`src/rtl/uart_pkg.sv`:
```
`default_nettype none
// ============================================================================
// Module      : uart_pkg
// Description : Shared UART definitions for the TX and RX controllers.
//               Provides the frame state encoding, the parity mode constants
//               and the default bit period.
// Ports       : none (package)
// Revision    : 1.0 - initial release
// ============================================================================
package uart_pkg;

    // Frame sequencer states
    typedef enum logic [2:0] {
        ST_IDLE   = 3'd0,
        ST_START  = 3'd1,
        ST_DATA   = 3'd2,
        ST_PARITY = 3'd3,
        ST_STOP   = 3'd4
    } uart_state_t;

    // Parity modes
    localparam int PAR_NONE = 0;
    localparam int PAR_EVEN = 1;
    localparam int PAR_ODD  = 2;

    // 50 MHz system clock / 115200 baud
    localparam int DEFAULT_CLKS_PER_BIT = 434;

endpackage : uart_pkg
`default_nettype wire

```
`src/rtl/baud_tick_gen.sv`:
```
`default_nettype none
// ============================================================================
// Module      : baud_tick_gen
// Description : Bit-period counter. Counts 0 .. CLKS_PER_BIT-1 and emits a
//               one-cycle tick on the last clock of every bit period. A clear
//               restarts the period so the next clock is count 0.
// Ports       : clk      - system clock, rising edge
//               rst      - asynchronous active-low reset
//               clear    - restart the bit period
//               tick     - high on the last clock of a bit period
//               tick_pre - high one clock before tick, lets users register
//                          end-of-bit flags that must line up with tick
// Revision    : 1.0 - initial release
// ============================================================================
module baud_tick_gen
    import uart_pkg::*;
#(
    parameter int CLKS_PER_BIT = DEFAULT_CLKS_PER_BIT
) (
    input  logic clk,
    input  logic rst,
    input  logic clear,
    output logic tick,
    output logic tick_pre
);

    localparam int              CNT_W    = $clog2(CLKS_PER_BIT);
    localparam logic [CNT_W-1:0] CNT_LAST = CNT_W'(CLKS_PER_BIT - 1);
    localparam logic [CNT_W-1:0] CNT_PRE  = CNT_W'(CLKS_PER_BIT - 2);

    logic [CNT_W-1:0] cnt;

    always_ff @(posedge clk or negedge rst) begin
        if (!rst) begin
            cnt <= '0;
        end else if (clear || tick) begin
            cnt <= '0;
        end else begin
            cnt <= cnt + 1'b1;
        end
    end

    assign tick     = (cnt == CNT_LAST);
    assign tick_pre = (cnt == CNT_PRE);

endmodule : baud_tick_gen
`default_nettype wire

```
`src/rtl/uart_tx_ctrl.sv`:
```
`default_nettype none
// ============================================================================
// Module      : uart_tx_ctrl
// Description : UART transmit sequencer. Accepts a word over valid/ready and
//               sends start bit, data LSB-first, optional parity and one or
//               two stop bits on a registered serial line.
// Ports       : clk       - system clock, rising edge
//               rst       - asynchronous active-low reset
//               tx_data   - word to send, captured on acceptance
//               tx_valid  - requester has a word
//               tx_ready  - block can accept (idle or final stop clock)
//               tx_serial - serial line, idles high
//               busy      - frame in progress
//               tx_done   - pulse on the last clock of the final stop bit
// Revision    : 1.0 - initial release
// ============================================================================
module uart_tx_ctrl
    import uart_pkg::*;
#(
    parameter int CLKS_PER_BIT = DEFAULT_CLKS_PER_BIT,
    parameter int DATA_BITS    = 8,
    parameter int PARITY       = PAR_NONE,
    parameter int STOP_BITS    = 1
) (
    input  logic                 clk,
    input  logic                 rst,
    input  logic [DATA_BITS-1:0] tx_data,
    input  logic                 tx_valid,
    output logic                 tx_ready,
    output logic                 tx_serial,
    output logic                 busy,
    output logic                 tx_done
);

    localparam int               IDX_W    = $clog2(DATA_BITS) + 1;
    localparam logic [IDX_W-1:0] IDX_LAST = IDX_W'(DATA_BITS - 1);
    localparam logic             PAR_INV  = (PARITY == PAR_ODD);

    uart_state_t          state;
    logic [DATA_BITS-1:0] shift;
    logic [IDX_W-1:0]     bit_idx;
    logic                 parity_acc;
    logic                 stop_cnt;

    logic tick;
    logic tick_pre;
    logic last_stop;
    logic accept;

    // With a single stop bit every stop bit is the last one
    assign last_stop = (STOP_BITS == 1) ? 1'b1 : stop_cnt;

    // Ready opens in the final stop clock so a waiting word starts with no gap
    assign tx_ready = (state == ST_IDLE) ||
                      ((state == ST_STOP) && last_stop && tick);
    assign accept   = tx_valid && tx_ready;

    baud_tick_gen #(
        .CLKS_PER_BIT (CLKS_PER_BIT)
    ) u_baud (
        .clk      (clk),
        .rst      (rst),
        .clear    (accept),
        .tick     (tick),
        .tick_pre (tick_pre)
    );

    always_ff @(posedge clk or negedge rst) begin
        if (!rst) begin
            state      <= ST_IDLE;
            shift      <= '0;
            bit_idx    <= '0;
            parity_acc <= 1'b0;
            stop_cnt   <= 1'b0;
            tx_serial  <= 1'b1;
            busy       <= 1'b0;
            tx_done    <= 1'b0;
        end else begin
            tx_done <= 1'b0;

            if (accept) begin
                // Covers both the idle start and the back-to-back restart
                state      <= ST_START;
                shift      <= tx_data;
                parity_acc <= ^tx_data;
                bit_idx    <= '0;
                stop_cnt   <= 1'b0;
                tx_serial  <= 1'b0;
                busy       <= 1'b1;
            end else begin
                case (state)
                    ST_IDLE: begin
                        tx_serial <= 1'b1;
                        busy      <= 1'b0;
                    end

                    ST_START: begin
                        if (tick) begin
                            state     <= ST_DATA;
                            bit_idx   <= '0;
                            tx_serial <= shift[0];
                        end
                    end

                    ST_DATA: begin
                        if (tick) begin
                            shift   <= {1'b0, shift[DATA_BITS-1:1]};
                            bit_idx <= bit_idx + 1'b1;
                            if (bit_idx == IDX_LAST) begin
                                if (PARITY != PAR_NONE) begin
                                    state     <= ST_PARITY;
                                    tx_serial <= parity_acc ^ PAR_INV;
                                end else begin
                                    state     <= ST_STOP;
                                    stop_cnt  <= 1'b0;
                                    tx_serial <= 1'b1;
                                end
                            end else begin
                                // Next bit is the one about to shift into [0]
                                tx_serial <= shift[1];
                            end
                        end
                    end

                    ST_PARITY: begin
                        if (tick) begin
                            state     <= ST_STOP;
                            stop_cnt  <= 1'b0;
                            tx_serial <= 1'b1;
                        end
                    end

                    ST_STOP: begin
                        tx_serial <= 1'b1;
                        // Registered one clock early so it lands on the last clock
                        if (tick_pre && last_stop) begin
                            tx_done <= 1'b1;
                        end
                        if (tick) begin
                            if (!last_stop) begin
                                stop_cnt <= 1'b1;
                            end else begin
                                state <= ST_IDLE;
                                busy  <= 1'b0;
                            end
                        end
                    end

                    default: begin
                        state     <= ST_IDLE;
                        tx_serial <= 1'b1;
                        busy      <= 1'b0;
                    end
                endcase
            end
        end
    end

endmodule : uart_tx_ctrl
`default_nettype wire

```
`config.mk`:
```
export PLATFORM = sky130hd
export DESIGN_NAME = uart_tx_ctrl
export DESIGN_NICKNAME = d
export VERILOG_FILES = /design/src/rtl/uart_pkg.sv /design/src/rtl/baud_tick_gen.sv /design/src/rtl/uart_tx_ctrl.sv
export SDC_FILE = /design/constraint.sdc
export NUM_CORES = 1
export LEC_CHECK = 0
export ABC_AREA = 1
export BUFFER_PORTS_ARGS = -buffer_cell sky130_fd_sc_hd__clkbuf_2
export CAP_MARGIN = 20
export CELL_PAD_IN_SITES_DETAIL_PLACEMENT = 1
export CELL_PAD_IN_SITES_GLOBAL_PLACEMENT = 2
export CORE_ASPECT_RATIO = 0.7
export CORE_MARGIN = 3
export CORE_UTILIZATION = 33
export CTS_CLUSTER_SIZE = 40
export DETAILED_ROUTE_END_ITERATION = 6
export PLACE_DENSITY_LB_ADDON = 0.05
export SLEW_MARGIN = 20
export SYNTH_ARGS = -nofsm -noshare
export SYNTH_HDL_FRONTEND = slang
export SYNTH_SLANG_ARGS = --single-unit
```
`constraint.sdc`:
```
create_clock -name clk -period 1.9 [get_ports clk]
set_clock_uncertainty 0.1 [all_clocks]
set_input_delay 0.19 -clock clk [delete_from_list [all_inputs] [get_ports clk]]
set_output_delay 0.19 -clock clk [all_outputs]
set_load 0.01 [all_outputs]
```
==> reports/results.tsv, run 1 <==
stage	metric	value	unit
layout	area growth from synthesis to layout	16.3	%
synth	Synth warnings	0	
placement	IO buf count	14	
critical_path	kind of launch point of the worst setup path	flip-flop	
global_routing	GRT overflow	0	
die	x dimension of the die	87.2	µm
critical_path	cell type of the slowest stage on the worst timing path	sky130_fd_sc_hd__dfrtp_1	
pwr	pwr/cell area	525	nW/µm²
critical_path	worst-path cell chain	inv_2 > ha_1 > nand2_2 > nor2_4 > nand2_4 > nand2_4 > nand2_1 > inv_1 > clkbuf_2	
sta	unrepaired setup endpoints after global routing	no	
die	number of rows created at floorplan	20	
placement	gp weighted congestion	0.776	
sta	highest attainable clock frequency	0.568	GHz
critical_path	cell depth of the worst setup path	9	
critical_path	Bufs and invs on worst path	3	
detailed_routing	number of nets with antenna violations after routing	0	
synth	top area cells in the synthesized netlist	sky130_fd_sc_hd__dfrtp_1 43%, sky130_fd_sc_hd__nand2_1 14%, sky130_fd_sc_hd__nor2_1 8.1%	
critical_path	Critical Path Sink Type	output port	
die	die outline height	62.9	µm
sta	Fin Setup TNS	0	ps
critical_path	worst path required time	1610	ps
clocking	clock tree from TritonCTS	done	
synth	post-synthesis area per instance	7.54	µm²
sta	Hold Violations, Final	0	
worst_hold_path	Worst Hold End	shift[7]	
critical_path	Arr. time, crit path	1470	ps
critical_path	top cell family by delay on the critical path	flip-flops	
worst_hold_path	Worst Min Path Start	tx_data[7]	
clocking	Inserted Clock Buffers	3	
critical_path	CP dominant cell by count	sky130_fd_sc_hd__nand2_4	
die	Die Footprint	5480	µm²
sta	number of slew-limit violations in the final report	0	
synth	dominant register cell in the synthesized netlist	sky130_fd_sc_hd__dfrtp_1	
synth	number of nets in the synthesized netlist	217	
run_status	result of the run	finished clean	
pwr	peak supply drop	0.262	mV
synth	count of cell types in the netlist	24	
synth	proportion of synthesized chip area in sequential cells	44.4	%
layout	count of antenna diodes in the layout	0	
layout	share of cells above drive strength 1	17.4	%
global_routing	global-route wire length before repair	6.66	mm
placement	pre-CTS WS	86.4	ps
global_routing	vias in the first global route	1396	
clocking	CTS Buffer Depth	2	
sta	max-slew headroom at the worst pin	52.0	%
clocking	buffer type at the clock tree root	sky130_fd_sc_hd__clkbuf_8	
critical_path	maximum single-stage delay on the critical path	410	ps
worst_hold_path	path type of the worst min-delay path	primary input to flip-flop	
synth	Synth Register Bits	27	
critical_path	count of cells along the worst register-to-register path	10	
clocking	number of levels the H-tree was split into	1	
critical_path	beginning of the worst register-to-register path	u_baud.cnt[0]	
synth	synthesized netlist cell count	202	
die	initial cell density of the core	34.6	%
die	number of top-level pins	15	
synth	Post-Syn Area	1520	µm²
clocking	clock sinks	27	
critical_path	Crit Path Class	flip-flop to output port	
sta	post-route fraction of the period consumed by the critical path	92.7	%
critical_path	end of the worst register-to-register path	bit_idx[3]	
critical_path	Critical Path Fanout Max	4	
synth	largest area contributor in the synthesized netlist	sky130_fd_sc_hd__dfrtp_1	
detailed_routing	Vias	1323	
sta	final setup violation count	0	
detailed_routing	post-route DRC violation count	0	
global_routing	maximum number of pins on one net before global-route repair	28	
run	number of violations of the max-capacitance limit	0	
clocking	clock network latency to the later pin of the worst-skew pair	270	ps
sta	slew at the pin with the worst max-slew slack	721	ps
layout	nets@finish	240	
worst_hold_path	hold-critical path depth	3	
detailed_routing	average via count per standard cell	4.74	
synth	fraction of synthesized cell area taken by the top area cell type	42.7	%
clocking	CTS clock-pin slew for the worst setup and hold paths	90	ps
global_routing	antenna violations before repair	0	
sta	fin worst setup slack	139	ps
detailed_routing	post-DR wirelength/cell	13.5	µm
layout	number of fill cells	563	
global_routing	global-route total usage across every layer	15.3	%
synth	count of flip-flops with a built-in enable after synthesis	0	
sta	fin crit period	1760	ps
detailed_routing	DR pass1 iterations	4	
die	area of the core	4400	µm²
placement	placed wire-length estimate	2.83	mm
pwr	leakage power of the design	0.000939	µW
critical_path	register-to-register setup slack	240	ps
synth	share of flip-flops with an asynchronous set or reset after synthesis	100	%
detailed_routing	overall routed net length	3.76	mm
detailed_routing	Iter 0 DRT Violations	53	
==> metrics by stage <==
stage / hold slack [ps] / area [µm²] / total power [µW] / util (%) / std cells
final: 19.9 / 1770 / 931 / 40.2 / 279
after global routing: 48.6 / 1770 / 989 / 40.2 / 279
after CTS: 9.74 / 1750 / 955 / 39.8 / 278
after detailed placement: 195 / 1680 / 610 / 38.2 / 272
after global placement: 168 / 1680 / 609 / 38.2 / 272
after floorplan: -206 / 1520 / 586 / - / 202
==> logic make-up after synthesis <==
kind of cell | count (synthesis) | share of synthesized area, %
buffers and inverters | 30 | 8.37
adders and majority gates | 4 | 3.28
DFF | 27 | 44.4
xor gates and xnor gates | 7 | 4.02
AOI/OAI and AO/OA | 3 | 0.985
and+or+nand+nor | 131 | 38.9
==> what timing repair did <==
item / CTS / global route
buffers inserted: 1 / 1
hold buffers: 1 / 0
gates resized for setup: 1 / 5
endpoints found under the hold margin: 26 / 0
cloned: 0 / 0
pin swaps: 1 / 1
setup endpoints to repair: 1 / 9
==> how the worst max path moves through the flow <==
stage,start,to,slack (ps)
4_1_cts,u_baud.cnt[1],tx_ready,40
5_1_grt,u_baud.cnt[1],tx_ready,4
3_3_place_gp,state[2],shift[6],120
6_report,u_baud.cnt[1],tx_ready,140
3_5_place_dp,state[2],shift[6],90
2_1_floorplan,u_baud.cnt[1],shift[0],310
==> routing by layer <==
layer	wire length, µm	GRT usage, %
met1	1990	22.4
met2	1650	23.0
met3	96	3.56
met4	18	2.87
met5	0	0
==> cells in the final DEF, fill, tap and decap left out, types with 4 or more instances in the layout <==
cell and count:
sky130_fd_sc_hd__inv_1 24, sky130_fd_sc_hd__nor2_1 32, sky130_fd_sc_hd__xor2_1 6, sky130_fd_sc_hd__clkbuf_2 14, sky130_fd_sc_hd__ha_1 4, sky130_fd_sc_hd__buf_4 5
sky130_fd_sc_hd__nand2_1 54, sky130_fd_sc_hd__nand3_1 21, sky130_fd_sc_hd__nand4_1 8, sky130_fd_sc_hd__dfrtp_1 26
==> registers in the layout, indices dropped and copies added (netlist names) <==
| signal | cells |
|---|---|
| state | 3 |
| bit_idx | 4 |
| shift | 8 |
| u_baud.cnt | 9 |
| tx_done | 1 |
| busy | 1 |
| tx_serial | 1 |
==> layout make-up <==
cell class | instances | area (µm²) | share of cell area, %
Multi-Input combinational cell | 145 | 737 | 41.6
Sequential cell | 27 | 677 | 38.2
Timing Repair Buffer | 21 | 138 | 7.77
Inverter | 27 | 106 | 6.00
Tap cell | 55 | 68.8 | 3.88
Clock buffer | 4 | 45.0 | 2.54
==> cells in the mapped netlist (2+ instances only) <==
library cell and n:
sky130_fd_sc_hd__nand4_1 8, sky130_fd_sc_hd__buf_2 2, sky130_fd_sc_hd__nand3_1 22, sky130_fd_sc_hd__nor2_1 33
sky130_fd_sc_hd__nand2_4 3, sky130_fd_sc_hd__a21oi_1 2, sky130_fd_sc_hd__inv_1 25, sky130_fd_sc_hd__nand2_1 56
sky130_fd_sc_hd__xor2_1 6, sky130_fd_sc_hd__nor3_1 3, sky130_fd_sc_hd__dfrtp_1 26, sky130_fd_sc_hd__ha_1 4
==> tightest hold or removal path, stage by stage <==
cell,delay [ps]
sky130_fd_sc_hd__clkbuf_2,70
sky130_fd_sc_hd__nand2_1,50
sky130_fd_sc_hd__nand2_1,50
==> power by group <==
part / switching [µW] / internal, µW / total, µW
Combinational: 15.8 / 8.70 / 24.5
Sequential: 0 / 574 / 574
Clock: 182 / 150 / 332
No activity file was read; power rests on OpenSTA's default activity.
==> inputs of run 2 (changes only) <==
==> constraint.sdc (replaced) <==
create_clock -name clk -period 1.9 [get_ports clk]
set_clock_uncertainty 0.1 [all_clocks]
set_input_delay 0.095 -clock clk [delete_from_list [all_inputs] [get_ports clk]]
set_output_delay 0.095 -clock clk [all_outputs]
set_load 0.01 [all_outputs]
==> run 2 against run 1 <==
Combinational power increased by 39%. Clock-buffer cell count unchanged. Sequential power about the same. Die area unchanged. Critical path type is now flip-flop to flip-flop. Critical endpoint is now shift[6]. Largest cell class unchanged. Highest routed layer unchanged.
==> reports/results.tsv, run 2 (synthesis results as in run 1) <==
stage	metric	value	unit	change
run_status	result of the run	finished clean		unchanged
die	area of the core	4400	µm²	unchanged
layout	most used cells in the layout excluding fill and tap cells	56 x sky130_fd_sc_hd__nand2_1, 32 x sky130_fd_sc_hd__nor2_1, 26 x sky130_fd_sc_hd__dfrtp_1, 24 x sky130_fd_sc_hd__inv_1, 21 x sky130_fd_sc_hd__nand3_1		was 54 x sky130_fd_sc_hd__nand2_1, 32 x sky130_fd_sc_hd__nor2_1, 26 x sky130_fd_sc_hd__dfrtp_1, 24 x sky130_fd_sc_hd__inv_1, 21 x sky130_fd_sc_hd__nand3_1
global_routing	global-route total usage across every layer	15.3	%	about the same
clocking	CTS Buffer Depth	2		unchanged
detailed_routing	number of nets with antenna violations after routing	0		unchanged
sta	number of slew-limit violations in the final report	0		unchanged
detailed_routing	Vias	1346		was 1323
sta	final setup violation count	0		unchanged
sta	fin worst setup slack	185	ps	was 139 ps
sta	highest attainable clock frequency	0.583	GHz	was 0.568 GHz
global_routing	vias in the first global route	1395		was 1396
pwr	clock network power share	35.1	%	was 35.7%
clocking	CTS clock-pin slew for the worst setup and hold paths	90	ps	about the same
clocking	number of levels the H-tree was split into	1		unchanged
critical_path	beginning of the worst register-to-register path	u_baud.cnt[0]		unchanged
clocking	clock network latency to the later pin of the worst-skew pair	270	ps	about the same
sta	slew at the pin with the worst max-slew slack	715	ps	was 721 ps
pwr	Flop pwr share	61.3	%	was 61.7%
layout	area growth from synthesis to layout	20.9	%	was 16.3%
worst_hold_path	path type of the worst min-delay path	primary input to flip-flop		unchanged
critical_path	worst path required time	1970	ps	was 1610 ps
global_routing	antenna violations before repair	0		unchanged
global_routing	maximum number of pins on one net before global-route repair	28		unchanged
detailed_routing	DR pass1 iterations	4		unchanged
global_routing	global-route wire length before repair	6.71	mm	was 6.66 mm
layout	Top Registers	u_baud.cnt: 9 flops, shift: 8 flops, bit_idx: 4 flops		unchanged
pwr	switching component of the power	196	µW	was 198 µW
pwr	peak supply drop	0.283	mV	was 0.262 mV
placement	pre-CTS WS	86.4	ps	unchanged
pwr	Internal Pwr Total	741	µW	was 733 µW
pwr	share of total power in combinational logic	3.6	%	was 2.6%
placement	IO buf count	14		unchanged
pwr	net switching share of the total power	20.9	%	was 21.2%
critical_path	Critical Path Fanout Max	18		was 4
sta	Hold Violations, Final	0		unchanged
sta	unrepaired setup endpoints after global routing	no		unchanged
critical_path	Critical Path Sink Type	flip-flop		was output port
die	number of top-level pins	15		unchanged
sta	max-slew headroom at the worst pin	52.3	%	was 52.0%
sta	fin crit period	1710	ps	was 1760 ps
detailed_routing	post-route DRC violation count	0		unchanged
sta	Fin Setup TNS	0	ps	unchanged
die	x dimension of the die	87.2	µm	unchanged
global_routing	GRT overflow	0		unchanged
die	die outline height	62.9	µm	unchanged
run	number of violations of the max-capacitance limit	0		unchanged
layout	number of fill cells	556		was 563
critical_path	Arr. time, crit path	1790	ps	was 1470 ps
detailed_routing	average via count per standard cell	4.69		was 4.74
clocking	clock sinks	27		unchanged
layout	commonest non-fill, non-tap cell in the layout	sky130_fd_sc_hd__nand2_1		unchanged
layout	flip-flop count of the largest register after layout	9		unchanged
pwr	pwr/cell area	509	nW/µm²	was 525 nW/µm²
detailed_routing	Iter 0 DRT Violations	48		was 53
layout	nets@finish	248		was 240
clocking	clock tree from TritonCTS	done		unchanged
die	Die Footprint	5480	µm²	unchanged
clocking	buffer type at the clock tree root	sky130_fd_sc_hd__clkbuf_8		unchanged
worst_hold_path	Worst Min Path Start	tx_data[0]		was tx_data[7]
critical_path	crit path from	u_baud.cnt[0]		was u_baud.cnt[1]
detailed_routing	overall routed net length	3.78	mm	was 3.76 mm
sta	post-route fraction of the period consumed by the critical path	90.2	%	was 92.7%
clocking	Inserted Clock Buffers	3		unchanged
layout	register with the highest flop count	u_baud.cnt		unchanged
critical_path	Crit Path Class	flip-flop to flip-flop		was flip-flop to output port
die	number of rows created at floorplan	20		unchanged
pwr	leakage power of the design	0.000973	µW	was 0.000939 µW
die	initial cell density of the core	34.6	%	unchanged
layout	count of antenna diodes in the layout	0		unchanged
placement	placed wire-length estimate	2.83	mm	unchanged
placement	gp weighted congestion	0.776		unchanged
layout	area of the multi-input gates	732	µm²	was 737 µm²
detailed_routing	post-DR wirelength/cell	13.2	µm	was 13.5 µm
layout	area taken by flip-flops and latches	677	µm²	unchanged
critical_path	kind of launch point of the worst setup path	flip-flop		unchanged
layout	share of cells above drive strength 1	16.8	%	was 17.4%
## run 2: cell count changes in the layout (fill, tap and decap cells not counted)
cell and delta:
sky130_fd_sc_hd__nand2_1 +2, sky130_fd_sc_hd__dlygate4sd3_1 +6, sky130_fd_sc_hd__nand2_2 -2, sky130_fd_sc_hd__buf_4 +2
## run 2: through the flow
stage               hold WS (ps)  util, %  instances  total power [µW]  instance area [µm²]
floorplan                   -301        -        202               586                 1520
CTS                         7.23     40.9        283               965                 1800
detailed placement           100     38.2        272               610                 1680
finish                      21.3     41.8        287               937                 1840
global route                7.37     41.8        287              1000                 1840
global placement            72.7     38.2        272               609                 1680
## run 2: final cells by class
cell class,count,area share (%)
clock buffer,4,2.45
sequential,27,36.8
multi-input combinational,145,39.7
timing repair buffer,29,11.5
inverter,27,5.77
tap,55,3.74
## run 2: layer usage
metal	global-route usage [%]	vias to the layer above	wire (µm)
li1	-	688	-
met1	23.1	640	2020
met2	22.3	16	1640
met3	3.56	2	103
met4	2.87	0	18
met5	0	-	0
## run 2: final timing paths
path	slack [ps]	cells after the start	to
min in group asynchronous	300	2	tx_done
worst min-delay path	20	3	shift[0]
worst max register to register	190	10	shift[6]
worst min register to register	390	2	busy
worst max-delay path	190	10	shift[6]
max in group asynchronous	940	2	state[2]
## run 2: power by group through the flow
stage,logic [µW],registers [µW],clock network [µW]
6_report,34.0,574,328
5_1_grt,39.3,575,390
4_1_cts,35.7,574,355
3_5_place_dp,24.7,586,0
3_3_place_gp,23.3,586,0
2_1_floorplan,0.489,586,0
## run 2: repair_timing
item	in CTS	in global routing
hold buffers	7	0
hold endpoints to repair	32	0
buffers inserted	0	4
endpoints found under the setup margin	0	24
gates resized for setup	0	4
## run 2: critical path, cell delays in order (launching register included)
cell                       delay, ps
sky130_fd_sc_hd__dfrtp_1         430
sky130_fd_sc_hd__ha_1            210
sky130_fd_sc_hd__nand2_1         120
sky130_fd_sc_hd__nor2_4           60
sky130_fd_sc_hd__nand2_4         110
sky130_fd_sc_hd__nand2_4          70
sky130_fd_sc_hd__nand3_2         110
sky130_fd_sc_hd__buf_12          170
sky130_fd_sc_hd__clkinv_4         80
sky130_fd_sc_hd__nor2_1          110
sky130_fd_sc_hd__nor2_1           50
